File: src/rtl/vga_write_fifo_if.sv
// rtl/vga_write_fifo_if.sv - host/status/VGA-port bundle for the VGA write-posting FIFO
//
// Purpose: groups the host write port, the status flags and the memory
// controller VGA write port of vga_write_fifo into one interface.
// Ports (signals):
//   hostWr, hostAddr, hostData   host write strobe, address and data
//   overflowClr                  clears the sticky overflow flag
//   full, empty, level           occupancy status
//   overflow                     sticky dropped-push flag
//   busy                         drain FSM not idle
//   wrVga, aVga, dVga            one-clock write pulse, address and data to the controller
//   wrVgaReq                     controller acknowledge (last tick of its write cycle)
// Modports: slave = the FIFO, master = the host/controller side.

interface vga_write_fifo_if #(
    parameter int DEPTH_LOG2 = 3,
    parameter int AW         = 16,
    parameter int DW         = 8
);
    logic                  hostWr;
    logic [AW-1:0]         hostAddr;
    logic [DW-1:0]         hostData;
    logic                  overflowClr;
    logic                  full;
    logic                  empty;
    logic [DEPTH_LOG2:0]   level;
    logic                  overflow;
    logic                  busy;
    logic                  wrVga;
    logic [AW-1:0]         aVga;
    logic [DW-1:0]         dVga;
    logic                  wrVgaReq;

    modport slave (
        input  hostWr, hostAddr, hostData, overflowClr, wrVgaReq,
        output full, empty, level, overflow, busy, wrVga, aVga, dVga
    );

    modport master (
        output hostWr, hostAddr, hostData, overflowClr, wrVgaReq,
        input  full, empty, level, overflow, busy, wrVga, aVga, dVga
    );
endinterface

File: src/rtl/vga_write_fifo.sv
// rtl/vga_write_fifo.sv - write-posting FIFO from host bus to memory controller VGA write port
//
// Purpose: buffers host writes so the host never waits for the memory slot,
// then drains them in order as single-clock wrVga pulses, holding aVga/dVga
// until the controller acknowledges with wrVgaReq.
// Ports:
//   clk      system clock
//   reset    asynchronous, active-high reset
//   fifo_if  vga_write_fifo_if.slave (host port, status, VGA write port)
// Build option: HOST_SYNC_EN - hostWr is asynchronous; it is synchronised
//   (2 flops) and rising-edge detected, one push per rising edge.

module vga_write_fifo #(
    parameter int DEPTH_LOG2 = 3,
    parameter int AW         = 16,
    parameter int DW         = 8
) (
    input  logic             clk,
    input  logic             reset,
    vga_write_fifo_if.slave  fifo_if
);
    localparam int PW    = DEPTH_LOG2 + 1;
    localparam int DEPTH = 1 << DEPTH_LOG2;
    localparam logic [PW-1:0] DEPTH_L = PW'(DEPTH);

    typedef enum logic [1:0] {
        ST_IDLE  = 2'd0,
        ST_ISSUE = 2'd1,
        ST_WAIT  = 2'd2
    } state_t;

    logic [AW+DW-1:0] mem_q [DEPTH];
    logic [PW-1:0]    wptr_q, wptr_d;
    logic [PW-1:0]    rptr_q, rptr_d;
    logic             overflow_q, overflow_d;
    logic [PW-1:0]    level;
    logic             full, empty;
    logic             push_req, push_ok, pop;

    state_t           state_q;
    logic             wr_vga_q;
    logic [AW-1:0]    a_vga_q;
    logic [DW-1:0]    d_vga_q;

`ifdef HOST_SYNC_EN
    logic [1:0] sync_q;
    logic       prev_q;

    // sync_q[1] is the first clean copy; a push fires on the edge where it is
    // high and its delayed copy is still low, i.e. the third edge after the rise.
    always_ff @(posedge clk or posedge reset) begin
        if (reset) begin
            sync_q <= '0;
            prev_q <= 1'b0;
        end else begin
            sync_q <= {sync_q[0], fifo_if.hostWr};
            prev_q <= sync_q[1];
        end
    end

    assign push_req = sync_q[1] & ~prev_q;
`else
    assign push_req = fifo_if.hostWr;
`endif

    // Pointer difference counts the in-flight entry: rptr only advances on ack.
    assign level   = wptr_q - rptr_q;
    assign full    = (level == DEPTH_L);
    assign empty   = (level == '0);
    assign push_ok = push_req & ~full;
    assign pop     = (state_q == ST_WAIT) & fifo_if.wrVgaReq;

    always_comb begin
        wptr_d     = wptr_q;
        rptr_d     = rptr_q;
        overflow_d = overflow_q;
        if (push_ok) begin
            wptr_d = wptr_q + 1'b1;
        end
        if (pop) begin
            rptr_d = rptr_q + 1'b1;
        end
        // A dropped push beats a simultaneous clear.
        if (push_req && full) begin
            overflow_d = 1'b1;
        end else if (fifo_if.overflowClr) begin
            overflow_d = 1'b0;
        end
    end

    // Storage needs no reset: pointers define which entries are valid.
    always_ff @(posedge clk) begin
        if (push_ok) begin
            mem_q[wptr_q[DEPTH_LOG2-1:0]] <= {fifo_if.hostAddr, fifo_if.hostData};
        end
    end

    always_ff @(posedge clk or posedge reset) begin
        if (reset) begin
            wptr_q     <= '0;
            rptr_q     <= '0;
            overflow_q <= 1'b0;
        end else begin
            wptr_q     <= wptr_d;
            rptr_q     <= rptr_d;
            overflow_q <= overflow_d;
        end
    end

    // Drain FSM. wrVga drops in ISSUE so the controller never sees it across
    // the end of its write cycle; aVga/dVga stay put until the ack edge.
    always_ff @(posedge clk or posedge reset) begin
        if (reset) begin
            state_q  <= ST_IDLE;
            wr_vga_q <= 1'b0;
            a_vga_q  <= '0;
            d_vga_q  <= '0;
        end else begin
            case (state_q)
                ST_IDLE: begin
                    if (!empty) begin
                        {a_vga_q, d_vga_q} <= mem_q[rptr_q[DEPTH_LOG2-1:0]];
                        wr_vga_q           <= 1'b1;
                        state_q            <= ST_ISSUE;
                    end
                end
                ST_ISSUE: begin
                    wr_vga_q <= 1'b0;
                    state_q  <= ST_WAIT;
                end
                ST_WAIT: begin
                    if (fifo_if.wrVgaReq) begin
                        state_q <= ST_IDLE;
                    end
                end
                default: begin
                    wr_vga_q <= 1'b0;
                    state_q  <= ST_IDLE;
                end
            endcase
        end
    end

    assign fifo_if.full     = full;
    assign fifo_if.empty    = empty;
    assign fifo_if.level    = level;
    assign fifo_if.overflow = overflow_q;
    assign fifo_if.busy     = (state_q != ST_IDLE);
    assign fifo_if.wrVga    = wr_vga_q;
    assign fifo_if.aVga     = a_vga_q;
    assign fifo_if.dVga     = d_vga_q;
endmodule

File: src/flat_wrapper.sv
// flat-port wrapper written by rule: the top's interface ports become plain ports
module vga_write_fifo_flat 
#(
    parameter int DEPTH_LOG2 = 3,
    parameter int AW         = 16,
    parameter int DW         = 8
)
  (clk, reset, fifo_if_hostWr, fifo_if_hostAddr, fifo_if_hostData, fifo_if_overflowClr, fifo_if_wrVgaReq, fifo_if_full, fifo_if_empty, fifo_if_level, fifo_if_overflow, fifo_if_busy, fifo_if_wrVga, fifo_if_aVga, fifo_if_dVga);
  vga_write_fifo_if #(.DEPTH_LOG2(DEPTH_LOG2), .AW(AW), .DW(DW)) fifo_if_i ();
  input  logic clk;
  input  logic reset;
  input wire logic [$bits(fifo_if_i.hostWr)-1:0] fifo_if_hostWr;
  input wire logic [$bits(fifo_if_i.hostAddr)-1:0] fifo_if_hostAddr;
  input wire logic [$bits(fifo_if_i.hostData)-1:0] fifo_if_hostData;
  input wire logic [$bits(fifo_if_i.overflowClr)-1:0] fifo_if_overflowClr;
  input wire logic [$bits(fifo_if_i.wrVgaReq)-1:0] fifo_if_wrVgaReq;
  output wire logic [$bits(fifo_if_i.full)-1:0] fifo_if_full;
  output wire logic [$bits(fifo_if_i.empty)-1:0] fifo_if_empty;
  output wire logic [$bits(fifo_if_i.level)-1:0] fifo_if_level;
  output wire logic [$bits(fifo_if_i.overflow)-1:0] fifo_if_overflow;
  output wire logic [$bits(fifo_if_i.busy)-1:0] fifo_if_busy;
  output wire logic [$bits(fifo_if_i.wrVga)-1:0] fifo_if_wrVga;
  output wire logic [$bits(fifo_if_i.aVga)-1:0] fifo_if_aVga;
  output wire logic [$bits(fifo_if_i.dVga)-1:0] fifo_if_dVga;
  assign fifo_if_i.hostWr = fifo_if_hostWr;
  assign fifo_if_i.hostAddr = fifo_if_hostAddr;
  assign fifo_if_i.hostData = fifo_if_hostData;
  assign fifo_if_i.overflowClr = fifo_if_overflowClr;
  assign fifo_if_i.wrVgaReq = fifo_if_wrVgaReq;
  assign fifo_if_full = fifo_if_i.full;
  assign fifo_if_empty = fifo_if_i.empty;
  assign fifo_if_level = fifo_if_i.level;
  assign fifo_if_overflow = fifo_if_i.overflow;
  assign fifo_if_busy = fifo_if_i.busy;
  assign fifo_if_wrVga = fifo_if_i.wrVga;
  assign fifo_if_aVga = fifo_if_i.aVga;
  assign fifo_if_dVga = fifo_if_i.dVga;
  vga_write_fifo #(.DEPTH_LOG2(DEPTH_LOG2), .AW(AW), .DW(DW)) u_core (.clk(clk), .reset(reset), .fifo_if(fifo_if_i));
endmodule
File: config.mk
export PLATFORM = sky130hd
export DESIGN_NAME = vga_write_fifo_flat
export DESIGN_NICKNAME = d
export VERILOG_FILES = /design/src/rtl/vga_write_fifo_if.sv /design/src/rtl/vga_write_fifo.sv /design/src/flat_wrapper.sv
export SDC_FILE = /design/constraint.sdc
export NUM_CORES = 1
export LEC_CHECK = 0
export CORE_AREA = 2 2 137 139
export CTS_BUF_LIST = sky130_fd_sc_hd__clkbuf_2 sky130_fd_sc_hd__clkbuf_4 sky130_fd_sc_hd__clkbuf_8
export CTS_CLUSTER_DIAMETER = 120
export CTS_CLUSTER_SIZE = 30
export DETAILED_ROUTE_END_ITERATION = 12
export DIE_AREA = 0 0 139 141
export PLACE_DENSITY = 0.71
export REMOVE_ABC_BUFFERS = 1
export SLEW_MARGIN = 20
export SYNTH_ARGS = -nofsm -noshare
export SYNTH_HDL_FRONTEND = slang
export SYNTH_SLANG_ARGS = --single-unit
export TNS_END_PERCENT = 5
File: constraint.sdc
create_clock -name clk -period 5.2 [get_ports clk]
set_clock_uncertainty 0.15 [all_clocks]
set_input_delay 1.04 -clock clk [delete_from_list [all_inputs] [get_ports clk]]
set_output_delay 1.04 -clock clk [all_outputs]
set_load 0.02 [all_outputs]
==> impl_summary.log, run 1 <==
INFO  metric outcome = completed
INFO  metric clock_tree.root_cell = clkbuf_8
INFO  metric path_delay_family = buffers and inverters
INFO  metric power_density = 570 mW/mm2
INFO  metric layout-area-overhead-vs-synth = 13.0%
INFO  metric post_dp_cell_area = 0.00978 mm2
INFO  metric ys_dominant_reg_cell = edfxtp_1
INFO  metric power.leakage = 0.00342 uW
INFO  metric track_usage = 0.165
INFO  metric number_of_clock_buffers_inserted_by_tritoncts = 11
INFO  metric critical_path_peak_fanout = 25
INFO  metric max_stage_delay = 0.71 ns
INFO  metric netlist.area_leader.share = 0.651
INFO  metric dieHeight = 141 um
INFO  metric clock_path_buffers = 3
INFO  metric layout.cell_area.non_filler = 0.0100 mm2
INFO  metric avgSynthCellArea = 19.3 um2
INFO  metric grt_antenna_before_repair = 0
INFO  metric max_slew_margin = 0.330
INFO  metric power.switching = 1920 uW
INFO  metric ys_seq_area_frac = 0.752
INFO  metric clk-insertion-delay-late = 0.50 ns
INFO  metric core = 0.0183 mm2
INFO  metric dpl.hpwl = 8680 um
INFO  metric synth_compound_area_frac = 0.0121
INFO  metric worstMarginPinSlew = 1.00 ns
INFO  metric vdd.ir_drop.worst = 362 uV
INFO  metric initial_utilization = 0.485
INFO  metric asyncSetResetFlopFracSynth = 0.158
INFO  metric synth.mux.area_fraction = 0.154
INFO  metric post_detailed_route_via_to_cell_ratio = 5.54
INFO  metric share_of_the_synthesized_netlist_area_taken_by_xor_and_xnor_gates = 0.00791
INFO  metric r2r.worst_path.cells = 7
INFO  metric capturing_element_type_of_the_critical_path = primary output
INFO  metric syn-cell-area = 0.00886 mm2
INFO  metric ys_warn_count = 0
INFO  metric clock_power_share = 0.129
INFO  metric min_path_cells = 1
INFO  metric diodes = 0
INFO  metric cp_slowest_cell = clkdlybuf4s50_1
INFO  metric fillerInstances = 1428
INFO  metric regToRegSetupSlack = 1.87 ns
INFO  metric worstReg2RegStart = u_core.rptr_q[2]
INFO  metric holdBufCountCts = 0
INFO  metric crit_arrival = 3.60 ns
INFO  metric cap_viol_max_count = 0
INFO  metric layout-drive-gt1-share = 0.223
INFO  metric slew_violations = 0
INFO  metric portBuffers = 61
INFO  metric m1WireLength = 6850 um
INFO  metric top_level_ports = 62
INFO  metric routed_wl = 15800 um
INFO  metric grt_max_degree = 52
INFO  metric synth_top_family_by_area = multiplexers
INFO  metric hold_viol_final = 0
INFO  metric synth_adder_area_share = 0.00932
INFO  metric post-cts-setup-buffer-count = 0
INFO  metric synth.largest_area_cell = edfxtp_1
INFO  metric swShare = 0.336
INFO  metric final.period_utilization = 0.921
INFO  metric grt_pass1_vias = 4462
INFO  metric wl_per_cell = 20.7 um
INFO  metric multi_input_comb_area = 0.00208 mm2
INFO  metric path_class = flop to primary output
INFO  metric setup-violations-final = 0
INFO  metric top_post_synthesis_cells_by_count = edfxtp_1 (192), nand2_1 (78), mux4_2 (48)
INFO  metric clock.fmax = 209 MHz
INFO  metric yosys_cell_types = 38
INFO  metric route.met2.wl = 8030 um
INFO  metric maxUsedRoutingLayer = met4
INFO  metric combinationalPowerShare = 0.425
INFO  metric yosysMostFrequentCell = edfxtp_1
INFO  metric grt_overflow = 0
INFO  metric drt_pass1_iterations = 4
INFO  metric ys_seq_elements = 228
INFO  metric synth_cells = 460
INFO  metric cts.sinks = 228
INFO  metric wl_met3 = 667 um
INFO  metric core.rowCount = 50
INFO  metric synth-edff-count = 192
INFO  metric part_of_the_power_in_registers = 0.445
INFO  metric cts_tree = done
INFO  metric htree_num_levels = 1
INFO  metric critical_path.cell_chain = inv_2 -> ha_1 -> xor2_1 -> or3_1 -> nor3_2 -> clkdlybuf4s50_1
INFO  metric path_buf_inv = 2
INFO  metric startpoint_type = flop
INFO  metric post_synth_main_area_contributors = edfxtp_1 (65%), mux4_2 (12%), dfrtp_1 (10%)
INFO  metric post_cts_resized = 0
INFO  metric layout.area.seq = 0.00667 mm2
INFO  metric finish.utilization = 0.548
INFO  metric num-nets-final = 560
INFO  metric critical_path_required = 4.01 ns
INFO  metric whs_endpoint = u_core.fifo_if.wrVga
INFO  metric finalWorstPathRequiredPeriod = 4.79 ns
INFO  metric gp_routability_congestion = 0.817
INFO  metric design.die.area = 0.0196 mm2
INFO  metric regToRegEndpoint = u_core.mem_q[5][18]
INFO  metric worst_hold_path_type = flop to flop
INFO  metric grt_setup_unrepaired = false
INFO  metric internal_power = 3790 uW
INFO  metric drcViolationCount = 0
INFO  metric synthSimpleGateAreaFrac = 0.0483
INFO  metric drt-initial-drc-count = 372
INFO  metric worstHoldStart = u_core.fifo_if.wrVga
INFO  metric number_of_nets_with_antenna_violations_after_routing = 0
INFO  metric wire_length_of_the_first_global_routing_pass = 24900 um
INFO  metric detailroute.via_count = 4228
INFO  metric cts.reportedPaths.clkPinSlew = 0.17 ns
INFO  metric setup_total_negative_slack = 0 ns
INFO  metric dieWidth = 139 um
-- cell families (layout without fill, tap and decap cells) --
family | after synthesis | after routing
multiplexers | 73 | 73
AO/OA/AOI/OAI | 13 | 13
buffers and inverters | 32 | 101
AND/OR/NAND/NOR | 100 | 100
flip-flops | 228 | 228
adder cells (fa/ha/maj) | 6 | 6
XOR/XNOR | 8 | 8
-- routing by layer --
metal | up-vias | GRT usage
met5 | - | 0
met3 | 18 | 0.0245
met2 | 92 | 0.286
met4 | 0 | 0.0409
li1 | 1894 | -
met1 | 2224 | 0.223
-- layout make-up --
class                      instances  area share
clock inverter                     1     0.00162
inverter                          11     0.00412
timing repair buffer              73      0.0720
clock buffer                      16      0.0189
tap                              234      0.0292
multi-input combinational        200       0.208
sequential                       228       0.666
-- through the flow --
step                      setup WS [ns]  hold WS (ns)  power [uW]  instances
after floorplan                   -1.51         0.303        4190        439
after global placement             1.03         0.316        4940        745
after detailed placement          0.924         0.336        5020        745
after CTS                         0.340         0.365        5760        762
after global routing              0.156         0.376        6050        763
final                             0.411         0.359        5710        763
-- worst max-delay path by stage --
stage / start / end / slack (ns) / depth (start not counted)
6_report: u_core.rptr_q[2] / fifo_if_full / 0.41 / 6
5_1_grt: u_core.rptr_q[2] / fifo_if_full / 0.16 / 6
4_1_cts: u_core.rptr_q[2] / fifo_if_full / 0.34 / 6
3_5_place_dp: u_core.rptr_q[2] / fifo_if_full / 0.92 / 6
3_3_place_gp: u_core.rptr_q[2] / fifo_if_full / 1.03 / 6
2_1_floorplan: u_core.rptr_q[0] / u_core.mem_q[0][0] / -1.51 / 7
-- placed cells by master, fill, tap and decap left out, drive strengths merged, types with 2 or more instances in the layout --
master	netlist	routed
nor2	3	3
xnor2	5	5
mux2	25	25
edfxtp	192	192
o31ai	2	2
ha	5	5
a21oi	2	2
and3	2	2
or3	2	2
xor2	3	3
o311ai	2	2
nand2b	2	2
inv	11	11
clkdlybuf4s50	0	61
nand2	78	78
dfrtp	36	36
buf	11	12
a21o	2	2
mux4	48	48
clkbuf	10	16
o21ai	3	3
nor3	6	6
-- state kept, by name, summed over array words and instances, names as in the netlist --
| signal | flops |
|---|---|
| u_core.wptr_q | 4 |
| u_core.fifo_if.overflow | 1 |
| u_core.rptr_q | 4 |
| u_core.fifo_if.aVga | 16 |
| u_core.fifo_if.wrVga | 1 |
| u_core.state_q | 2 |
| u_core.mem_q | 192 |
| u_core.fifo_if.dVga | 8 |
-- power groups by stage --
stage,Clock [uW],Sequential [uW],Combinational [uW]
after floorplan,0,2840,1350
after global placement,0,2560,2380
after detailed placement,0,2590,2430
after CTS,770,2550,2440
after global routing,830,2580,2640
final,738,2540,2430
No activity file was read; power rests on OpenSTA's default activity.
==> run 2, diff against run 1 <==
--- a/config.mk
+++ b/config.mk
@@ -5,6 +5,7 @@
 export SDC_FILE = /design/constraint.sdc
 export NUM_CORES = 1
 export LEC_CHECK = 0
+export CAP_MARGIN = 25
 export CORE_AREA = 2 2 137 139
 export CTS_BUF_LIST = sky130_fd_sc_hd__clkbuf_2 sky130_fd_sc_hd__clkbuf_4 sky130_fd_sc_hd__clkbuf_8
 export CTS_CLUSTER_DIAMETER = 120
==> run 2 against run 1 <==
Compared with the run above:
- flip-flop and latch count is the same
- die area unchanged
- wire length down 0.25%
- utilization increased by 0.082 points
- global-route usage increased by 0.083 points
- register-to-register slack worse by 0.03 ns
==> impl_summary.log, run 2 (synthesis results as in run 1) <==
INFO  metric outcome = completed
INFO  metric clock_tree.root_cell = clkbuf_8
INFO  metric cts.reportedPaths.clkPinSlew = 0.18 ns
INFO  metric dieHeight = 141 um
INFO  metric drt_pass1_iterations = 4
INFO  metric critical_path_required = 4.01 ns
INFO  metric vdd.ir_drop.worst = 339 uV
INFO  metric finish.utilization = 0.549
INFO  metric total_power = 5720 uW
INFO  metric htree_num_levels = 1
INFO  metric detailroute.via_count = 4213
INFO  metric cts.sinks = 228
INFO  metric cap_viol_max_count = 0
INFO  metric critical_path_peak_fanout = 25
INFO  metric number_of_nets_with_antenna_violations_after_routing = 0
INFO  metric clock_path_buffers = 3
INFO  metric worstReg2RegStart = u_core.rptr_q[2]
INFO  metric regToRegSetupSlack = 1.84 ns
INFO  metric power.leakage = 0.00343 uW
INFO  metric critical_path.cell_chain = inv_2 -> ha_1 -> xor2_1 -> or3_1 -> nor3_2 -> clkdlybuf4s50_1
INFO  metric number_of_flip_flops_in_the_largest_register = 192
INFO  metric post_cts_resized = 0
INFO  metric portBuffers = 61
INFO  metric capturing_element_type_of_the_critical_path = primary output
INFO  metric max_stage_delay = 0.70 ns
INFO  metric clk-insertion-delay-late = 0.51 ns
INFO  metric top_level_ports = 62
INFO  metric wire_length_of_the_first_global_routing_pass = 25200 um
INFO  metric track_usage = 0.166
INFO  metric grt_pass1_vias = 4522
INFO  metric crit_arrival = 3.62 ns
INFO  metric layout-area-overhead-vs-synth = 13.2%
INFO  metric grt_setup_unrepaired = false
INFO  metric startpoint_type = flop
INFO  metric setup_total_negative_slack = 0 ns
INFO  metric holdWs = 0.359 ns
INFO  metric initial_utilization = 0.485
INFO  metric routed_wl = 15700 um
INFO  metric dieWidth = 139 um
INFO  metric hold_viol_final = 0
INFO  metric min_path_cells = 1
INFO  metric regToRegEndpoint = u_core.mem_q[5][18]
INFO  metric worst_hold_path_type = flop to flop
INFO  metric grt_max_degree = 52
INFO  metric clock.fmax = 208 MHz
INFO  metric post_detailed_route_via_to_cell_ratio = 5.51
INFO  metric num-nets-final = 561
INFO  metric gp_routability_congestion = 0.817
INFO  metric grt_antenna_before_repair = 0
INFO  metric drcViolationCount = 0
INFO  metric number_of_clock_buffers_inserted_by_tritoncts = 11
INFO  metric cp_slowest_cell = clkdlybuf4s50_1
INFO  metric drt-initial-drc-count = 328
INFO  metric commonest_cells_after_routing_fill_and_taps_aside = edfxtp_1 (192), nand2_1 (78), clkdlybuf4s50_1 (61)
INFO  metric cts_tree = done
INFO  metric layout-drive-gt1-share = 0.223
INFO  metric post-cts-setup-buffer-count = 0
INFO  metric core = 0.0183 mm2
INFO  metric grt_overflow = 0
INFO  metric design.die.area = 0.0196 mm2
INFO  metric wl_per_cell = 20.6 um
INFO  metric dpl.hpwl = 8870 um
INFO  metric setup-violations-final = 0
INFO  metric cell_count_after_placement = 746
INFO  metric core.rowCount = 50
INFO  metric slew_violations = 0
INFO  metric stdcell_count = 764
INFO  metric path_class = flop to primary output
INFO  metric holdBufCountCts = 0
INFO  metric crit_end = fifo_if_full
INFO  metric worstMarginPinSlew = 0.719 ns
INFO  metric final.period_utilization = 0.926
INFO  metric crit_path_start = u_core.rptr_q[2]
INFO  metric max_slew_margin = 0.521
INFO  metric final_common_cell = edfxtp_1
INFO  metric finalWorstPathRequiredPeriod = 4.81 ns
INFO  metric power_density = 570 mW/mm2
INFO  metric r2r.worst_path.cells = 7
==> run 2: final cells by class <==
class | instances | area [um2]
antenna | 1 | 2.50
clock buffer | 15 | 181
clock inverter | 1 | 16.3
fill | 1449 | 8240
inverter | 11 | 41.3
multi-input combinational | 200 | 2080
sequential | 228 | 6670
tap | 234 | 293
timing repair buffer | 74 | 741
==> run 2: routing by layer <==
metal / vias up / routed length [um] / GRT usage
met2: 103 / 7910 / 0.284
met1: 2183 / 6760 / 0.226
met3: 28 / 659 / 0.0238
met4: 0 / 416 / 0.0452
li1: 1899 / - / -
met5: - / 0 / 0
==> run 2: power breakdown <==
group	switching, uW	internal [uW]
sequential	139	2400
clock	504	234
combinational	1280	1160
==> run 2: worst max-delay path: cells and delay by family, from the launching register on <==
family,cells,cell delay (ns)
flip-flops,1,0.43
adder cells (fa/ha/maj),1,0.40
buffers and inverters,2,1.14
AND/OR/NAND/NOR,2,0.92
XOR/XNOR,1,0.21
==> run 2: worst min-delay path by stage <==
stage | endpoint | startpoint | slack (ns)
after detailed placement | u_core.rptr_q[3] | u_core.rptr_q[3] | 0.34
after CTS | u_core.rptr_q[3] | u_core.rptr_q[3] | 0.36
after global placement | u_core.fifo_if.wrVga | u_core.fifo_if.wrVga | 0.32
after global routing | u_core.rptr_q[3] | u_core.rptr_q[3] | 0.38
final | u_core.rptr_q[3] | u_core.rptr_q[3] | 0.36
after floorplan | u_core.state_q[1] | u_core.state_q[1] | 0.30
==> run 2: metrics by stage <==
stage	cell area [um2]	setup WS, ns
final	10000	0.385
after global routing	10000	0.135
after CTS	10000	0.327
after detailed placement	9810	0.923
after global placement	9780	1.03
after floorplan	8760	-1.51
